$ cat src/rtl/lsu_stbuf.sv
// Store buffer between the LSU and an AHB-Lite master port: queues aligned stores and drains them one at a time.
// Optional LSU_STBUF_ECC_EN stores a per-entry SECDED checksum that is driven on s_hwdcheck_o.
module lsu_stbuf #(
  parameter int unsigned DEPTH = 4,
  parameter int unsigned AW    = 32
) (
  input  logic                     s_clk_i,
  input  logic                     s_rst_i,
  input  logic                     s_push_i,
  input  logic [AW-1:0]            s_push_addr_i,
  input  logic [31:0]              s_push_data_i,
  input  logic [1:0]               s_push_size_i,
  output logic                     s_full_o,
  input  logic                     s_ld_valid_i,
  input  logic [AW-1:0]            s_ld_addr_i,
  output logic                     s_ld_hazard_o,
  output logic [AW-1:0]            s_haddr_o,
  output logic [31:0]              s_hwdata_o,
  output logic [6:0]               s_hwdcheck_o,
  output logic [2:0]               s_hsize_o,
  output logic [1:0]               s_htrans_o,
  output logic                     s_hwrite_o,
  input  logic                     s_hready_i,
  input  logic                     s_hresp_i,
  output logic                     s_empty_o,
  output logic [$clog2(DEPTH):0]   s_count_o,
  output logic                     s_err_o
);

  localparam int unsigned PW = $clog2(DEPTH);
  localparam int unsigned CW = PW + 1;

  typedef enum logic [1:0] {IDLE, ADDR, DATA} state_t;

  state_t          state_q, state_d;
  logic [PW-1:0]   wr_q, rd_q;
  logic [CW-1:0]   count_q, count_d;
  logic [DEPTH-1:0] valid_q;
  logic            err_q, err_pend_q;

  logic [AW-1:0]   addr_q [DEPTH];
  logic [31:0]     data_q [DEPTH];
  logic [1:0]      size_q [DEPTH];

  logic            push_ok, pop, err_now;
  logic [31:0]     aligned;
  logic            hazard;
  logic            unused_ld_lsb;

  assign unused_ld_lsb = ^s_ld_addr_i[1:0];

`ifdef LSU_STBUF_ECC_EN
  logic [6:0] ecc_q [DEPTH];

  // Hamming over codeword positions 1..38 (data skips powers of two) plus overall parity.
  function automatic logic [6:0] secded(input logic [31:0] d);
    logic [6:0] c;
    logic [5:0] k;
    c = '0;
    k = '0;
    for (int unsigned p = 3; p < 39; p++) begin
      if ((p & (p - 1)) != 0) begin
        if (d[k[4:0]]) c[5:0] = c[5:0] ^ 6'(p);
        k = k + 6'd1;
      end
    end
    c[6] = ^{d, c[5:0]};
    return c;
  endfunction
`endif

  assign s_full_o  = (count_q == CW'(DEPTH));
  assign s_empty_o = (count_q == '0);
  assign s_count_o = count_q;
  assign s_err_o   = err_q;

  assign push_ok = s_push_i & ~s_full_o;
  // An errored head is discarded on its completing cycle exactly like a normal pop.
  assign pop     = (state_q == DATA) & s_hready_i;
  assign err_now = pop & (s_hresp_i | err_pend_q);

  always_comb begin
    aligned = s_push_data_i;
    case (s_push_size_i)
      2'd0:    aligned = {4{s_push_data_i[7:0]}};
      2'd1:    aligned = {2{s_push_data_i[15:0]}};
      default: aligned = s_push_data_i;
    endcase
  end

  always_comb begin
    count_d = count_q;
    if (push_ok && !pop)      count_d = count_q + CW'(1);
    else if (pop && !push_ok) count_d = count_q - CW'(1);
  end

  // The incoming push counts in IDLE so the address phase follows the push by one cycle.
  always_comb begin
    state_d = state_q;
    case (state_q)
      IDLE:    if (s_hready_i && (!s_empty_o || push_ok)) state_d = ADDR;
      ADDR:    if (s_hready_i) state_d = DATA;
      DATA:    if (s_hready_i) state_d = (count_d != '0) ? ADDR : IDLE;
      default: state_d = IDLE;
    endcase
  end

  always_ff @(posedge s_clk_i) begin
    if (s_rst_i) begin
      state_q    <= IDLE;
      wr_q       <= '0;
      rd_q       <= '0;
      count_q    <= '0;
      valid_q    <= '0;
      err_q      <= 1'b0;
      err_pend_q <= 1'b0;
    end else begin
      state_q <= state_d;
      count_q <= count_d;
      err_q   <= err_now;
      if (push_ok) begin
        valid_q[wr_q] <= 1'b1;
        wr_q          <= wr_q + PW'(1);
      end
      if (pop) begin
        valid_q[rd_q] <= 1'b0;
        rd_q          <= rd_q + PW'(1);
        err_pend_q    <= 1'b0;
      end else if (state_q == DATA && s_hresp_i) begin
        err_pend_q <= 1'b1;
      end
    end
  end

  always_ff @(posedge s_clk_i) begin
    if (push_ok) begin
      addr_q[wr_q] <= s_push_addr_i;
      data_q[wr_q] <= aligned;
      size_q[wr_q] <= s_push_size_i;
`ifdef LSU_STBUF_ECC_EN
      ecc_q[wr_q]  <= secded(aligned);
`endif
    end
  end

  always_comb begin
    hazard = 1'b0;
    for (int unsigned i = 0; i < DEPTH; i++) begin
      if (valid_q[i] && addr_q[i][AW-1:2] == s_ld_addr_i[AW-1:2]) hazard = 1'b1;
    end
  end

  assign s_ld_hazard_o = s_ld_valid_i & hazard;

  always_comb begin
    s_haddr_o    = '0;
    s_hwdata_o   = '0;
    s_hwdcheck_o = '0;
    s_hsize_o    = '0;
    s_htrans_o   = 2'b00;
    s_hwrite_o   = 1'b0;
    case (state_q)
      ADDR: begin
        s_htrans_o = 2'b10;
        s_hwrite_o = 1'b1;
        s_haddr_o  = addr_q[rd_q];
        s_hsize_o  = {1'b0, size_q[rd_q]};
      end
      DATA: begin
        s_hwdata_o = data_q[rd_q];
`ifdef LSU_STBUF_ECC_EN
        s_hwdcheck_o = ecc_q[rd_q];
`endif
      end
      default: ;
    endcase
  end

endmodule
$ cat config.mk
export PLATFORM = sky130hd
export DESIGN_NAME = lsu_stbuf
export DESIGN_NICKNAME = d
export VERILOG_FILES = /design/src/rtl/lsu_stbuf.sv
export SDC_FILE = /design/constraint.sdc
export NUM_CORES = 1
export LEC_CHECK = 0
export ABC_AREA = 0
export BUFFER_PORTS_ARGS = -buffer_cell sky130_fd_sc_hd__buf_2
export CORE_UTILIZATION = 59
export CTS_BUF_LIST = sky130_fd_sc_hd__clkbuf_8
export DETAILED_ROUTE_END_ITERATION = 7
export PLACE_DENSITY = 0.79
export SYNTH_ARGS = -nofsm -noshare
export SYNTH_HDL_FRONTEND = slang
export SYNTH_SLANG_ARGS = --single-unit
$ cat constraint.sdc
create_clock -name s_clk_i -period 4.1 [get_ports s_clk_i]
set_input_delay 1.025 -clock s_clk_i [delete_from_list [all_inputs] [get_ports s_clk_i]]
set_output_delay 1.025 -clock s_clk_i [all_outputs]
set_load 0.03 [all_outputs]
# Word level (Yosys, flattened, before mapping)
# Memory sizes are Yosys's and may differ from the RTL's. A register that Yosys moved wholly into a read port is not among the register bits.
# Cells that the tools add are included.
# op_classes
n_addsub,4
multipliers,0
div_mod_pow,0
n_lt_le_gt_ge,4
n_eq_ne,11
shift,0
mux,32
bitwise_logic,9
reduce_logical,20
# ops
cell,n
equality test 30 bit,4
two-way mux 32 bit,2
one-hot mux 32 bit (2 select lines),1
two-way mux 2 bit,11
two-way mux 4 bit,3
logical AND 1 bit,10
two-way mux 1 bit,10
"< comparator 2 x 3 -> 1 bit, second input constant",2
two-way mux 3 bit,2
"inequality test 2 bit, second input constant",3
one-hot mux 2 bit (3 select lines),1
"adder 2 x 1 -> 2 bit, second input constant",2
bitwise AND 1 bit,4
bitwise AND 4 bit,1
demux 1 bit (select 2 bit),2
"equality test 2 x 1 -> 1 bit, second input constant",2
">= comparator 2 x 1 -> 1 bit, second input constant",2
zero test 2 bit,2
NOT 4 bit,1
bitwise OR 4 bit,1
"adder 3 x 1 -> 3 bit, second input constant",1
"equality test 3 bit, second input constant",1
zero test 1 bit,3
zero test 3 bit,1
other kinds (8),8
# word_totals
regBits,15
latchBits,0
ram_bits,264
romBits,0
wordCells,90
n_memories,3
# mem_list
memory,depth,width,read_ports,rd_ports_with_merged_regs,write_ports,line,rtl
addr_q,4,32,5,1,1,41,logic [AW-1:0] addr_q [DEPTH];
data_q,4,32,1,1,1,42,logic [31:0] data_q [DEPTH];
size_q,4,2,1,1,1,43,logic [1:0] size_q [DEPTH];

# Depth between registers and ports, before layout
# depth
word_depth,11
mapped_depth,7
mapped_depth_nobuf,7

# Least setup slack after synthesis
# No wires, ideal clock.
# synth_path
kind,input port to flip-flop
from,in s_push_i
to,"mem addr_q[1][0], enable pin"
setup_ps,432
arrival_ps,3115
t_required_ps,3668
path_slack_ps,553
stages,3
n_path_buf,1
path_cell_list,a21boi_2 buf_2 and2_1
# synth_between
elab_chain_len,3
# synth_rtl
element,line,rtl
from (decl),9,"input logic s_push_i,"
bitwise AND 1 bit,77,assign push_ok = s_push_i & ~s_full_o;
two-way mux 1 bit,136,if (push_ok) begin
two-way mux 1 bit (not written as such),137,addr_q[wr_q] <= s_push_addr_i;
to (decl),41,
# No other way between the ends.

# Final worst setup path
# layout_path
from,in s_ld_addr_i[19]
to,out s_ld_hazard_o
# layout_between
elab_chain_len,7
word_cells_on_any_way,13
cone_classes,eq/ne (4); mux (4); bitwise (1); reduce/logical (4)
# layout_rtl
element,line,rtl
from (decl),15,"input logic [AW-1:0] s_ld_addr_i,"
equality test 30 bit,149,if (valid_q[i] && addr_q[i][AW-1:2] == s_ld_addr_i[AW-1:2]) hazard = 1'b1;
logical AND 1 bit,149,
two-way mux 1 bit (3 in series),149,
two-way mux 1 bit *,149,
bitwise AND 1 bit *,153,assign s_ld_hazard_o = s_ld_valid_i & hazard;
to (decl),16,"output logic s_ld_hazard_o,"
# Every way passes the cells marked *; elsewhere a longest branch is shown, timed or not.

==> metrics.cfg <==
[synth]
ys_types=38
ys_ff_latch=281
synth_area_per_cell_um2=16.8
synth_top_area_share_pct=62.7
yosys_warnings=0
yosysTopAreaCell=edfxtp_1
synth_edf_count=264
synth_ff_type=edfxtp_1
synth_commonest_cells=264 x edfxtp_1, 80 x xnor2_1, 66 x mux4_2
synth.most_common_cell=edfxtp_1
ys_seq_area_share_pct=65.4
syn-cell-area_mm2=0.0126
async_flop_share_pct=0
syn_inst=754
yosys-top-cells-area=edfxtp_1 63%, mux4_2 12%, xnor2_1 5.5%, xor2_1 3.0%, dfxtp_1 2.7%

[finish]
layout.nets=1056
seqCellArea_mm2=0.00827
syn_to_final_growth_pct=15.7
multiInputGateArea_mm2=0.00412
fillers=1409
drive_above_1_share_pct=34.5
post-route-util_pct=69.6

[timing]
period_minus_slack_ns=3.75
rsz0062_at_grt=no
fin_skew_ns=0.0281
hold_ws_ns=0.484
fin_tns_setup_ns=0
final-max-slew-violation-count=0
worst_pin_slew_ns=0.843
finalSetupViolations=0
period_share_pct=91.3
setup_slack_ns=0.355
max_freq_mhz=267
max_slew_margin_pct=43.8
hold_viol_final=0

[floorplan]
die_w_um=148
fp.dieArea_mm2=0.0220
coreArea_mm2=0.0210
die_h_um=148
fp-row-count=53
initial_core_util_pct=60.2
ios=188

[setup_path]
cp.required_ns=3.07
cp.arrival_ns=2.72
cp-start-kind=input pin
worstSetupPathType=input pin to output pin
worstPathMaxFanout=4
end_kind=output pin

[routing]
first_pass_iters=5
vias=7129
ant_nets=0
wirelength_um=27300
drcViolationCount=0
via_per_inst=5.69
wl_per_cell_um=21.8
drtIter0Drc=541

[clocking]
cts_buffer_depth=3
htreeDepth=2
clk_latency_ns=0.56
cts_setup_buffers=0
root_buffer=clkbuf_8
cts_sinks=281
clk_pin_slew_worst_paths_ns=0.06
tritoncts.num_buffers=44
cts_hold_buf=0
cts_tree=yes
cts-resized-gates=0

[global_routing]
grt_max_degree=60
grt_pass1_vias=7437
grt_pass1_wl_um=41600
gr-total-overflow=0
track_usage_pct=25.8
antenna_found_initial=4

[power]
vdd_drop_max_mv=0.348
cellPowerDensity_mw_per_mm2=433
power.leakage_nw=5.21

[placement]
hpwlAfterDp_um=18500
dp_slack_ns=0.424
place.gp.congestion=0.850
io_buffers=176

[run]
drv_cap=0

[run_status]
status=finished clean

[hold_path]
min_path_type=register to register

-- layer usage --
layer	vias up	wire, µm	global-route usage [%]
li1	3233	-	-
met1	3510	10700	33.6
met2	330	13600	42.7
met3	54	2380	6.13
met4	2	681	8.81
met5	-	8	0
-- stage by stage --
step | total power (W) | instance area, µm² | instances
finish | 0.00634 | 14600 | 1253
global route | 0.00658 | 14600 | 1252
CTS | 0.00638 | 14600 | 1249
detailed placement | 0.00424 | 13800 | 1170
global placement | 0.00422 | 13800 | 1170
floorplan | 0.00397 | 12700 | 762
-- cell usage in the layout, fill, tap and decap left out, types with 2 or more instances in the layout --
cell type    n
xor2_1      44
ha_1        11
buf_2      176
nor4_1      16
buf_12       6
and2_4       4
mux4_2      66
nand4_1     24
edfxtp_1   264
clkinv_2     4
diode_2      4
conb_1       9
xnor2_1     80
a211oi_1     6
nor2_1      18
nand2_1     12
clkinv_1    10
nor2b_1     33
dfxtp_1     15
buf_4        7
clkbuf_8    47
and2_1      35
mux2_2      16
inv_1       26
mux2i_1     11
a21oi_1      4
o21ai_0     10
nor3_1       2
-- final timing paths --
check	endpoint	depth (start not counted)	startpoint	slack, ns
setup / recovery	s_ld_hazard_o	7	s_ld_addr_i[19]	0.35
setup reg to reg	data_q[3][13]	6	s_count_o[0]	1.71
hold / removal	s_err_o	2	err_pend_q	0.48
hold reg to reg	s_err_o	2	err_pend_q	0.48
-- critical path, cell delays in order --
cell,delay (ns)
buf_2,0.14
xnor2_1,0.31
nand4_1,0.14
nor4_1,0.44
nand4_1,0.14
a41oi_1,0.28
buf_2,0.24
-- flip-flops by register name (all words and copies together) (netlist names), named ones only --
register	cells
addr_q	128
rd_q	2
err_pend_q	1
s_count_o	3
state_q	2
valid_q	4
data_q	128
s_err_o	1
wr_q	2
size_q	8
-- cell type report --
type	instances	share of cell area (%)
antenna	4	0.0684
clock buffer	47	4.42
clock inverter	32	1.07
inverter	10	0.256
multi-input combinational	415	28.1
sequential	281	56.5
tap	275	2.35
timing repair buffer	189	7.20
-- logic make-up (layout without fill, tap and decap cells) --
kind of cell	after synthesis	count (layout)	synth area share [%]
other	1	13	0.0297
buffers and inverters	66	278	2.41
AOI/OAI and AO/OA	25	25	1.30
adders and majority gates	11	11	1.09
xor gates and xnor gates	124	124	8.59
muxes	93	93	14.0
DFF	281	281	65.4
and+or+nand+nor	153	153	7.15
-- where the power goes --
group	switching [W]	total, W	internal [W]	leakage [nW]
registers	0.0000700	0.00339	0.00332	2.57
clock network	0.00104	0.00216	0.00112	0.473
logic	0.000474	0.000787	0.000313	2.17
Power figures use the tool's default switching activity.
